<file path="src/rtl/bcu_pkg.sv">
// Shared definitions for the branch compare unit: op encodings, FSM states,
// and helpers that say which operands an op consumes.
package bcu_pkg;

  localparam int unsigned OP_W = 4;

  localparam logic [OP_W-1:0] OP_EQ  = 4'd0;
  localparam logic [OP_W-1:0] OP_NE  = 4'd1;
  localparam logic [OP_W-1:0] OP_LT  = 4'd2;
  localparam logic [OP_W-1:0] OP_GE  = 4'd3;
  localparam logic [OP_W-1:0] OP_LTU = 4'd4;
  localparam logic [OP_W-1:0] OP_GEU = 4'd5;
  localparam logic [OP_W-1:0] OP_LEZ = 4'd6;
  localparam logic [OP_W-1:0] OP_GTZ = 4'd7;
  localparam logic [OP_W-1:0] OP_LTZ = 4'd8;
  localparam logic [OP_W-1:0] OP_GEZ = 4'd9;

  typedef enum logic [1:0] {
    ST_IDLE = 2'd0,
    ST_WAIT = 2'd1,
    ST_DONE = 2'd2
  } state_t;

  // Every legal op reads rs; illegal ops read nothing.
  function automatic logic op_needs_rs(input logic [OP_W-1:0] op);
    return op <= OP_GEZ;
  endfunction

  // Only the two-operand compares read rt.
  function automatic logic op_needs_rt(input logic [OP_W-1:0] op);
    return op <= OP_GEU;
  endfunction

  // True once every operand the op consumes has been captured.
  function automatic logic op_operands_ok(input logic [OP_W-1:0] op,
                                          input logic have_rs,
                                          input logic have_rt);
    return (!op_needs_rs(op) || have_rs) && (!op_needs_rt(op) || have_rt);
  endfunction

endpackage

</file>
<file path="src/rtl/bcu_cmp_core.sv">
// Pure combinational branch condition evaluator.
module bcu_cmp_core
  import bcu_pkg::*;
#(
  parameter int unsigned WIDTH = 32
) (
  input  logic [OP_W-1:0]  op,
  input  logic [WIDTH-1:0] rs,
  input  logic [WIDTH-1:0] rt,
  output logic             taken,
  output logic             illegal
);

  logic rs_neg;
  logic rs_zero;

  assign rs_neg  = rs[WIDTH-1];
  assign rs_zero = (rs == '0);

  // Decode the op and evaluate its condition.
  always_comb begin
    taken   = 1'b0;
    illegal = 1'b0;
    case (op)
      OP_EQ:   taken = (rs == rt);
      OP_NE:   taken = (rs != rt);
      OP_LT:   taken = ($signed(rs) <  $signed(rt));
      OP_GE:   taken = ($signed(rs) >= $signed(rt));
      OP_LTU:  taken = (rs <  rt);
      OP_GEU:  taken = (rs >= rt);
      OP_LEZ:  taken = rs_neg || rs_zero;
      OP_GTZ:  taken = !rs_neg && !rs_zero;
      OP_LTZ:  taken = rs_neg;
      OP_GEZ:  taken = !rs_neg;
      default: illegal = 1'b1;
    endcase
  end

endmodule

</file>
<file path="src/rtl/d_branch_cmp_unit.sv">
// Branch compare unit: collects operands as forwarding resolves them,
// evaluates the branch condition and hands the result over a valid/ready port.
// Optional statistics counters are built only when BCU_STATS_EN is defined.
module d_branch_cmp_unit
  import bcu_pkg::*;
#(
  parameter int unsigned WIDTH     = 32,
  parameter int unsigned CNT_WIDTH = 16
) (
  input  logic                 clk,
  input  logic                 reset,
  input  logic                 flush,
  input  logic                 in_valid,
  output logic                 in_ready,
  input  logic [OP_W-1:0]      cmp_op,
  input  logic [WIDTH-1:0]     rs_data,
  input  logic [WIDTH-1:0]     rt_data,
  input  logic                 rs_rdy,
  input  logic                 rt_rdy,
  output logic                 out_valid,
  input  logic                 out_ready,
  output logic                 taken,
  output logic                 illegal_op,
  output logic [CNT_WIDTH-1:0] resolved_cnt,
  output logic [CNT_WIDTH-1:0] taken_cnt
);

  state_t           state_q, state_d;
  logic [OP_W-1:0]  op_q, op_d;
  logic [WIDTH-1:0] rs_q, rs_d;
  logic [WIDTH-1:0] rt_q, rt_d;
  logic             have_rs_q, have_rs_d;
  logic             have_rt_q, have_rt_d;
  logic             taken_q, taken_d;
  logic             illegal_q, illegal_d;
  logic             in_ready_q, in_ready_d;
  logic             out_valid_q, out_valid_d;
  logic             core_taken;
  logic             core_illegal;

  // Evaluate on the values about to be captured so the flags land with DONE.
  bcu_cmp_core #(.WIDTH(WIDTH)) u_core (
    .op      (op_d),
    .rs      (rs_d),
    .rt      (rt_d),
    .taken   (core_taken),
    .illegal (core_illegal)
  );

  // Next-state, operand capture and result latching.
  always_comb begin
    state_d     = state_q;
    op_d        = op_q;
    rs_d        = rs_q;
    rt_d        = rt_q;
    have_rs_d   = have_rs_q;
    have_rt_d   = have_rt_q;
    taken_d     = taken_q;
    illegal_d   = illegal_q;

    case (state_q)
      ST_IDLE: begin
        if (in_valid) begin
          op_d      = cmp_op;
          have_rs_d = rs_rdy;
          have_rt_d = rt_rdy;
          if (rs_rdy) rs_d = rs_data;
          if (rt_rdy) rt_d = rt_data;
          state_d = op_operands_ok(cmp_op, rs_rdy, rt_rdy) ? ST_DONE : ST_WAIT;
        end
      end
      ST_WAIT: begin
        if (!have_rs_q && rs_rdy) begin
          rs_d      = rs_data;
          have_rs_d = 1'b1;
        end
        if (!have_rt_q && rt_rdy) begin
          rt_d      = rt_data;
          have_rt_d = 1'b1;
        end
        if (op_operands_ok(op_q, have_rs_d, have_rt_d)) state_d = ST_DONE;
      end
      ST_DONE: begin
        if (out_ready) state_d = ST_IDLE;
      end
      default: state_d = ST_IDLE;
    endcase

    if (flush) state_d = ST_IDLE;

    if ((state_d == ST_DONE) && (state_q != ST_DONE)) begin
      taken_d   = core_taken;
      illegal_d = core_illegal;
    end

    in_ready_d  = (state_d == ST_IDLE);
    out_valid_d = (state_d == ST_DONE);
  end

  // State and datapath registers.
  always_ff @(posedge clk) begin
    if (reset) begin
      state_q     <= ST_IDLE;
      op_q        <= '0;
      rs_q        <= '0;
      rt_q        <= '0;
      have_rs_q   <= 1'b0;
      have_rt_q   <= 1'b0;
      taken_q     <= 1'b0;
      illegal_q   <= 1'b0;
      in_ready_q  <= 1'b1;
      out_valid_q <= 1'b0;
    end else begin
      state_q     <= state_d;
      op_q        <= op_d;
      rs_q        <= rs_d;
      rt_q        <= rt_d;
      have_rs_q   <= have_rs_d;
      have_rt_q   <= have_rt_d;
      taken_q     <= taken_d;
      illegal_q   <= illegal_d;
      in_ready_q  <= in_ready_d;
      out_valid_q <= out_valid_d;
    end
  end

  assign in_ready   = in_ready_q;
  assign out_valid  = out_valid_q;
  assign taken      = taken_q;
  assign illegal_op = illegal_q;

`ifdef BCU_STATS_EN
  logic                 out_hs;
  logic [CNT_WIDTH-1:0] resolved_cnt_q, resolved_cnt_d;
  logic [CNT_WIDTH-1:0] taken_cnt_q, taken_cnt_d;

  assign out_hs = out_valid_q && out_ready && !flush;

  // Saturating counts of delivered results and of taken results.
  always_comb begin
    resolved_cnt_d = resolved_cnt_q;
    taken_cnt_d    = taken_cnt_q;
    if (out_hs) begin
      if (resolved_cnt_q != '1) resolved_cnt_d = resolved_cnt_q + CNT_WIDTH'(1);
      if (taken_q && (taken_cnt_q != '1)) taken_cnt_d = taken_cnt_q + CNT_WIDTH'(1);
    end
  end

  // Statistics registers.
  always_ff @(posedge clk) begin
    if (reset) begin
      resolved_cnt_q <= '0;
      taken_cnt_q    <= '0;
    end else begin
      resolved_cnt_q <= resolved_cnt_d;
      taken_cnt_q    <= taken_cnt_d;
    end
  end

  assign resolved_cnt = resolved_cnt_q;
  assign taken_cnt    = taken_cnt_q;
`else
  assign resolved_cnt = '0;
  assign taken_cnt    = '0;
`endif

endmodule

</file>
<file path="config.mk">
export PLATFORM = sky130hd
export DESIGN_NAME = d_branch_cmp_unit
export DESIGN_NICKNAME = d
export VERILOG_FILES = /design/src/rtl/bcu_pkg.sv /design/src/rtl/bcu_cmp_core.sv /design/src/rtl/d_branch_cmp_unit.sv
export SDC_FILE = /design/constraint.sdc
export NUM_CORES = 1
export LEC_CHECK = 0
export ABC_CLOCK_PERIOD_IN_PS = 5900
export CAP_MARGIN = 20
export CORE_ASPECT_RATIO = 1.25
export CORE_MARGIN = 3
export CORE_UTILIZATION = 41
export DETAILED_ROUTE_END_ITERATION = 7
export PLACE_DENSITY = 0.7
export SLEW_MARGIN = 20
export SYNTH_ARGS = -nofsm -noshare
export SYNTH_HDL_FRONTEND = slang
export SYNTH_SLANG_ARGS = --single-unit
</file>
<file path="constraint.sdc">
create_clock -name clk -period 5.9 [get_ports clk]
set_input_delay 1.475 -clock clk [delete_from_list [all_inputs] [get_ports clk]]
set_output_delay 1.475 -clock clk [all_outputs]
set_load 0.02 [all_outputs]
</file>
# Word level (Yosys, flattened, before mapping)
# Cells that the tools add are included.
# Widths: inputs -> output; s select.
dict set report op_classes {
  shifts 0
  add_sub_neg 0
  mux 26
  order_cmp 8
  n_reduce_logical 26
  bitwise_logic 0
  div 0
  n_eq_ne 16
  multipliers 0
}
# operator count
set ops {}
lappend ops {{$mux 32} 6}
lappend ops {{$pmux 32 s2} 2}
lappend ops {{$ge 32x32->1} 2}
lappend ops {{$lt 32x32->1} 2}
lappend ops {{$eq 32x32->1} 1}
lappend ops {{$logic_not 32->1} 1}
lappend ops {{$ne 32x32->1} 1}
lappend ops {{$eq 4x3->1 const B} 4}
lappend ops {{$mux 2} 5}
lappend ops {{$pmux 1 s10} 1}
lappend ops {{$reduce_or 10->1} 1}
lappend ops {{$eq 4x2->1 const B} 2}
lappend ops {{$eq 4x4->1 const B} 2}
lappend ops {{$le 4x3->1 const B} 2}
lappend ops {{$le 4x4->1 const B} 2}
lappend ops {{$logic_not 1->1} 8}
lappend ops {{$mux 4} 2}
lappend ops {{$mux 1} 7}
lappend ops {{$logic_and 1x1->1} 6}
lappend ops {{$pmux 2 s3} 1}
lappend ops {{$logic_or 1x1->1} 5}
lappend ops {{$eq 2x2->1 const B} 2}
lappend ops {{$eq 4x1->1 const B} 1}
lappend ops {{$logic_not 2->1} 2}
lappend ops {{6 further kinds} 8}
dict set report totals {
  rom_bits 0
  ff_bits 76
  input_bits 75
  ramBits 0
  latch_bits 0
  elab_cells 86
  mem_count 0
}

# Depth between registers and ports, before layout
# Gate-level depths: netlist of the first run.
dict set report logic_depth {
  ltp_word 11
  depth_mapped 15
}

# Modules after synthesis
# Synthesis of the first run repeated with hierarchy kept, for this count alone.
dict set report hier_totals {
  hier_cells 455
  hier_area_um2 4555.6
}
# module instances cells_per_inst area_each_um2
set by_module_without_submodules {}
lappend by_module_without_submodules {d_branch_cmp_unit 1 301 3469.6}
lappend by_module_without_submodules {bcu_cmp_core 1 154 1086.0}

# Least setup slack after synthesis of the first run
# Ideal clock, no wire load.
dict set report synth_timing {
  path_kind {input port to flip-flop}
  startpoint {input in_valid}
  endpoint {register taken_q (netlist: taken)}
  path_stages 14
  t_arrival_ps 4456
  slack_ps 1386
  setup_ps 58
  path_buffers 2
  path_cell_list {nand2b_4 -> a211o_1 -> buf_6 -> clkbuf_1 -> mux2_2 -> ha_1 -> a21o_1 -> a21o_1 -> a221o_1 -> a211o_1 -> a21oi_1 -> mux2_2 -> a311oi_1 -> a211o_1}
}
dict set report synth_via {
  elab_chain_cells 6
}
# element line
set synth_lines {}
lappend synth_lines {{start, declared} d_branch_cmp_unit.sv:13} ;# input logic in_valid,
lappend synth_lines {{$mux 32 *} d_branch_cmp_unit.sv:63} ;# if (in_valid) begin
lappend synth_lines {{$pmux 32 s2 *} d_branch_cmp_unit.sv:61} ;# case (state_q)
lappend synth_lines {{net rs_d[13]} d_branch_cmp_unit.sv:30} ;# logic [WIDTH-1:0] rs_q, rs_d;
lappend synth_lines {{parallel branches: the longest is 3 deep, another holds $ge 32x32->1} -}
lappend synth_lines {{$pmux 1 s10 *} bcu_cmp_core.sv:24} ;# case (op)
lappend synth_lines {{end signal, assigned} d_branch_cmp_unit.sv:120} ;# taken_q <= taken_d;
lappend synth_lines {{end, declared} d_branch_cmp_unit.sv:34} ;# logic taken_q, taken_d;
# Mark *: on every way through the listed nets, which the timed path passes.
# A chain may end at the register's enable or synchronous reset.

# Final worst setup path of the first run
# Same ends and word-level chain as after synthesis.

==> results.py, run 1 <==
metrics = {
    "layout": {
        "drive_gt1_share_pct": 11.7,
        "nets": 616,
        "fillers": 876,
        "final_util_pct": 53.7,
        "antennaDiodeCount": 0,
        "syn_to_final_growth_pct": 26.4,
    },
    "cts": {
        "numCtsBuffers": 9,
        "cts.clk_slew.worst_paths_ns": 0.06,
        "clock_sinks": 76,
        "hold_buffers": 0,
        "insertion_delay_ns": 0.33,
        "cts_root_buf": "clkbuf_16",
        "cts_buffer_depth": 2,
        "cts_resized": 0,
        "cts_tree": "yes",
        "cts_max_level": 3,
        "post-cts-setup-buffers": 0,
    },
    "synthesis": {
        "ys_seq_area_share_pct": 36.9,
        "synthAdderAreaFrac_pct": 9.71,
        "synth_xor_area_share_pct": 0.637,
        "synth_cell_types": 45,
        "synth_ff_type": "dfxtp_1",
        "yosys.area_share.simple_pct": 18.1,
        "syn_area_um2": 4120,
        "synth_top_area_share_pct": 36.9,
        "synthTopCellsByArea": "dfxtp_1 (37%), ha_1 (9.7%), mux2i_1 (9.0%)",
        "ys_warn_count": 0,
        "synth_top_family_by_area": "multiplexers",
        "synth_mux_area_share_pct": 18.6,
        "syn_inst": 432,
        "synth_top_cell_by_area": "dfxtp_1",
        "synth_common_cells": "dfxtp_1 (76), nor2_1 (55), mux2i_1 (37)",
        "synth-edff-count": 0,
        "synth_compound_area_share_pct": 7.44,
        "postSynthAreaPerCell_um2": 9.54,
        "post-synth-top-count-cell": "dfxtp_1",
        "async_flop_share_pct": 0,
        "yosys_register_bits": 76,
    },
    "route": {
        "drt_first_pass_iters": 4,
        "drcViolationCount": 0,
        "final_antenna_net_count": 0,
        "totalWireLength_um": 9540,
        "via_count": 3223,
        "routedWlPerCell_um": 14.9,
        "drt_iter0_markers": 100,
        "via_per_inst": 5.04,
    },
    "timing": {
        "layout_setup_ws_ns": 0.491,
        "hold_slack_ns": 0.497,
        "tns_ns": 0,
        "fin_crit_sh_pct": 91.7,
        "setup_viol": 0,
        "rsz0062_at_grt": "false",
        "fmax_ghz": 0.185,
        "slew_headroom_pct": 36.8,
        "maxSlewViolCount": 0,
        "min_period_ns": 5.41,
        "hold_violations": 0,
        "tightest_slew_ns": 0.948,
        "final.setup_skew_ns": 0.00462,
    },
    "die": {
        "die_h_um": 118,
        "die_w_um": 95.7,
        "start_util_pct": 42.5,
        "die_area_um2": 11300,
        "coreArea_um2": 9710,
        "num_rows": 40,
        "io_pins": 111,
    },
    "worst_setup_path": {
        "r2r_start": "state_q[0]$_SDFF_PP0_",
        "required_ns": 6.18,
        "worstSetupEndpointType": "flip-flop",
        "reg2reg_depth": 13,
        "r2r_end": "taken$_SDFFE_PP0P_",
        "path_class": "in -> reg",
        "r2r_slack_ns": 1.58,
        "cp-start-kind": "input pin",
        "crit_fanout": 19,
        "critPathArrivalTime_ns": 5.69,
    },
    "min_path": {
        "holdPathEnd": "rs_q[16]$_SDFF_PP0_",
        "hp-class": "reg -> reg",
        "min_from": "rs_q[16]$_SDFF_PP0_",
        "hold_depth": 2,
    },
    "placement": {
        "gp_congestion": 0.859,
        "portBuffers": 78,
        "dpl.hpwl_um": 7450,
        "dpl_worst_slack_ns": 0.238,
    },
    "grt": {
        "overflow": 0,
        "grt_start_max_net_pins": 32,
        "grt_pass1_vias": 3335,
        "antenna_found_initial": 0,
        "grt_first_pass_wirelength_um": 15400,
        "gr-usage-all-layers_pct": 17.4,
    },
    "power": {
        "power.leakage_nw": 2.35,
        "power_density_nw_per_um2": 274,
        "ir_drop_mv": 0.142,
    },
    "flow_run": {
        "maxCapViolations": 0,
    },
    "status": {
        "status": "finished, final reports clean",
    },
}
[per-stage QoR]
| step | area, um2 | power, mW | cells |
|---|---|---|---|
| CTS | 5210 | 1.44 | 640 |
| detailed placement | 4910 | 0.885 | 624 |
| floorplan | 4240 | 0.790 | 463 |
| global placement | 4910 | 0.877 | 624 |
| finish | 5210 | 1.43 | 640 |
| global route | 5210 | 1.50 | 640 |
[critical path: stages]
cell and delay, ns:
clkdlybuf4s50_1 0.54, nand2b_4 0.13, a211o_1 0.75, buf_4 0.34
mux2_2 0.37, ha_1 0.33, nand4_1 0.16, nor4_1 0.56
nand3_1 0.17, xnor2_1 0.15, a21boi_0 0.18, o2111ai_1 0.13
a311oi_1 0.27, a211o_1 0.13
[worst max-delay path by stage]
stage / start / endpoint / slack, ns / cells after the start
5_1_grt: in_valid / taken$_SDFFE_PP0P_ / 0.24 / 14
3_3_place_gp: in_valid / taken$_SDFFE_PP0P_ / 0.38 / 14
2_1_floorplan: in_valid / taken$_SDFFE_PP0P_ / 1.39 / 14
4_1_cts: in_valid / taken$_SDFFE_PP0P_ / 0.55 / 14
6_report: in_valid / taken$_SDFFE_PP0P_ / 0.49 / 14
3_5_place_dp: in_valid / taken$_SDFFE_PP0P_ / 0.24 / 14
[state kept, by name, indices dropped and copies added, names as in the netlist]
register    flops
have_rs_q       1
op_q            4
have_rt_q       1
state_q         2
illegal_op      1
out_valid       1
rs_q           32
in_ready        1
taken           1
rt_q           32
[cell usage in the layout (no fill, tap or decap), drive strengths merged, types with 7 or more instances in the layout]
master         count
inv                7
mux2              32
nor2              55
nor4              16
ha                32
nand2             10
o21ai              9
nand4             10
clkbuf            10
nor3               7
clkdlybuf4s50     78
a21oi             21
mux2i             39
and2              31
dfxtp             76
conb              32
[power breakdown]
part,switching [mW],leakage (nW),internal (mW)
combinational,0.166,1.58,0.155
clock,0.212,0.144,0.338
sequential,0.0133,0.622,0.543
[layer usage]
metal / GRT usage, % / vias up / routed length, um
met1: 20.6 / 1501 / 4080
met5: 0 / - / 0
met2: 30.3 / 89 / 4810
li1: - / 1621 / -
met4: 6.76 / 0 / 164
met3: 3.26 / 12 / 492
[kinds of logic after synthesis]
family,after synthesis
AO/OA/AOI/OAI,50
AND/OR/NAND/NOR,143
other,1
flip-flops,76
adder cells (fa/ha/maj),32
XOR/XNOR,3
multiplexers,71
buffers and inverters,56
[layout make-up]
class,count,area [um2],area share [%]
multi-input cells,331,2380,45.6
well taps,126,158,3.02
clock buffers,10,239,4.58
clock inverters,6,63.8,1.22
repair buffers,84,826,15.8
flip-flops and latches,76,1520,29.2
inverters,7,26.3,0.504
No activity file was read; power rests on OpenSTA's default activity.
==> inputs of run 2 (changes only) <==
--- a/config.mk
+++ b/config.mk
@@ -5,14 +5,13 @@
 export SDC_FILE = /design/constraint.sdc
 export NUM_CORES = 1
 export LEC_CHECK = 0
-export ABC_CLOCK_PERIOD_IN_PS = 5900
+export ABC_CLOCK_PERIOD_IN_PS = 5700
 export CAP_MARGIN = 20
 export CORE_ASPECT_RATIO = 1.25
-export CORE_MARGIN = 3
+export CORE_MARGIN = 2
 export CORE_UTILIZATION = 41
 export DETAILED_ROUTE_END_ITERATION = 7
 export PLACE_DENSITY = 0.7
-export SLEW_MARGIN = 20
 export SYNTH_ARGS = -nofsm -noshare
 export SYNTH_HDL_FRONTEND = slang
 export SYNTH_SLANG_ARGS = --single-unit
==> constraint.sdc (replaced) <==
create_clock -name clk -period 5.7 [get_ports clk]
set_input_delay 1.425 -clock clk [delete_from_list [all_inputs] [get_ports clk]]
set_output_delay 1.425 -clock clk [all_outputs]
set_load 0.02 [all_outputs]
==> run 2 against run 1 <==
Net effect:
- worst setup slack gained 0.20 ns
- first-iteration DRC count grew 8.0%
- register-to-register slack gained 0.11 ns
- global-route usage grew 1.0 points
- die area shrank 3.7%
- non-clock buffer count grew 1
- clock power grew 3%
- largest cell class unchanged
- largest power group unchanged
- highest routed layer unchanged
==> results.py, run 2 (synthesized netlist as in run 1, its figures left out) <==
metrics = {
    "layout": {
        "final_common_cell": "clkdlybuf4s50_1",
        "regArea_um2": 1520,
        "nets": 617,
        "final_cells": 641,
        "fillers": 888,
        "antennaDiodeCount": 0,
        "syn_to_final_growth_pct": 26.7,
        "reg_top3": "rs_q: 32 flops, rt_q: 32 flops, op_q: 4 flops",
        "multi_input_area_um2": 2380,
        "final_cell_mix": "clkdlybuf4s50_1 (78), dfxtp_1 (76), nor2_1 (55)",
        "drive_gt1_share_pct": 11.7,
    },
    "status": {
        "status": "finished, final reports clean",
    },
    "placement": {
        "placedCellCount": 625,
        "gp_congestion": 0.902,
        "dpl.hpwl_um": 7450,
        "dpl_worst_slack_ns": 0.387,
        "portBuffers": 78,
    },
    "route": {
        "drt_first_pass_iters": 4,
        "via_count": 3286,
        "drcViolationCount": 0,
        "routedWlPerCell_um": 15.1,
        "via_per_inst": 5.13,
        "totalWireLength_um": 9700,
        "final_antenna_net_count": 0,
        "drt_iter0_markers": 108,
    },
    "grt": {
        "grt_start_max_net_pins": 47,
        "grt_first_pass_wirelength_um": 15500,
        "gr-usage-all-layers_pct": 18.4,
        "overflow": 0,
        "grt_pass1_vias": 3311,
        "antenna_found_initial": 0,
    },
    "die": {
        "die_w_um": 93.7,
        "start_util_pct": 42.5,
        "die_area_um2": 10900,
        "io_pins": 111,
        "die_h_um": 116,
        "num_rows": 40,
        "coreArea_um2": 9710,
    },
    "worst_setup_path": {
        "crit_chain": "clkdlybuf4s50_1 -> nand2b_4 -> a211o_1 -> buf_4 -> mux2_2 -> ha_1 -> nand4_1 -> nor4_1 -> buf_4 -> nand3_1 -> xnor2_1 -> a21boi_0 -> o2111ai_1 -> a311oi_1 -> a211o_1",
        "critPathArrivalTime_ns": 5.30,
        "path_class": "in -> reg",
        "slowest_stage": "a211o_1",
        "cpPeakStageDelay_ns": 0.63,
        "cp-start-kind": "input pin",
        "required_ns": 5.99,
        "crit_fanout": 15,
        "worstSetupEndpointType": "flip-flop",
    },
    "timing": {
        "setup_viol": 0,
        "final.setup_skew_ns": 0.00565,
        "tightest_slew_ns": 0.766,
        "hold_slack_ns": 0.496,
        "layout_setup_ws_ns": 0.689,
        "min_period_ns": 5.01,
        "slew_headroom_pct": 48.9,
        "rsz0062_at_grt": "false",
        "maxSlewViolCount": 0,
        "hold_violations": 0,
        "fmax_ghz": 0.200,
        "fin_crit_sh_pct": 87.9,
        "tns_ns": 0,
    },
    "cts": {
        "post-cts-setup-buffers": 0,
        "cts_root_buf": "clkbuf_16",
        "insertion_delay_ns": 0.34,
        "cts_resized": 0,
        "numCtsBuffers": 9,
        "hold_buffers": 0,
        "cts_tree": "yes",
        "clock_sinks": 76,
        "cts_buffer_depth": 2,
        "cts_max_level": 3,
        "cts.clk_slew.worst_paths_ns": 0.06,
    },
    "power": {
        "power_density_nw_per_um2": 282,
        "ir_drop_mv": 0.158,
        "power.leakage_nw": 2.36,
    },
    "flow_run": {
        "maxCapViolations": 0,
    },
    "min_path": {
        "hp-class": "reg -> reg",
    },
}
[run 2: cell types whose count changed in the layout (fill, tap and decap cells not counted)]
cell        before  now
clkbuf_8         1    0
clkbuf_1         0    1
buf_12           0    1
clkinvlp_4       2    1
clkinv_4         1    2
[run 2: per-stage QoR]
| step | instance area, um2 | power (mW) | utilization (%) |
|---|---|---|---|
| 2_1_floorplan | 4240 | 0.818 | - |
| 3_3_place_gp | 4930 | 0.910 | 50.8 |
| 3_5_place_dp | 4930 | 0.921 | 50.8 |
| 4_1_cts | 5220 | 1.48 | 53.8 |
| 5_1_grt | 5220 | 1.55 | 53.8 |
| 6_report | 5220 | 1.48 | 53.8 |
[run 2: where the power goes]
part / switching (mW) / total, mW / internal [mW]
logic: 0.172 / 0.334 / 0.162
registers: 0.0145 / 0.576 / 0.562
clock network: 0.226 / 0.565 / 0.339
[run 2: final timing paths]
check	startpoint	end	slack [ns]	cells after the start
hold / removal	illegal_op$_SDFFE_PP0P_	illegal_op$_SDFFE_PP0P_	0.50	2
hold reg to reg	illegal_op$_SDFFE_PP0P_	illegal_op$_SDFFE_PP0P_	0.50	2
setup / recovery	in_valid	taken$_SDFFE_PP0P_	0.69	15
setup reg to reg	state_q[0]$_SDFF_PP0_	taken$_SDFFE_PP0P_	1.69	14
[run 2: routing by layer]
layer / GRT usage, % / up-vias / wire, um
met3: 5.42 / 21 / 507
met5: 0 / - / 0
li1: - / 1625 / -
met2: 32.1 / 97 / 4830
met4: 6.76 / 0 / 246
met1: 21.4 / 1543 / 4120
[run 2: cell type report]
| class | instances | area share (%) |
|---|---|---|
| clock buffers | 10 | 4.38 |
| clock inverters | 6 | 1.25 |
| inverters | 7 | 0.503 |
| multi-input cells | 331 | 45.5 |
| flip-flops and latches | 76 | 29.1 |
| well taps | 126 | 3.02 |
| repair buffers | 85 | 16.2 |
[run 2: worst max-delay path: cells and delay by family]
family	cells	cell delay [ns]
buf+inv	3	1.03
mux	1	0.36
compound gates	5	1.30
fa+ha+maj	1	0.32
simple gates	4	0.71
xor+xnor	1	0.14
==> inputs of run 3 (changes only) <==
--- a/config.mk
+++ b/config.mk
@@ -11,6 +11,7 @@
 export CORE_MARGIN = 2
 export CORE_UTILIZATION = 41
 export DETAILED_ROUTE_END_ITERATION = 7
+export HOLD_SLACK_MARGIN = 0.03
 export PLACE_DENSITY = 0.7
 export SYNTH_ARGS = -nofsm -noshare
 export SYNTH_HDL_FRONTEND = slang
==> results of run 3 <==
No change in the layout: final DEF, timing and power equal those of run 2.
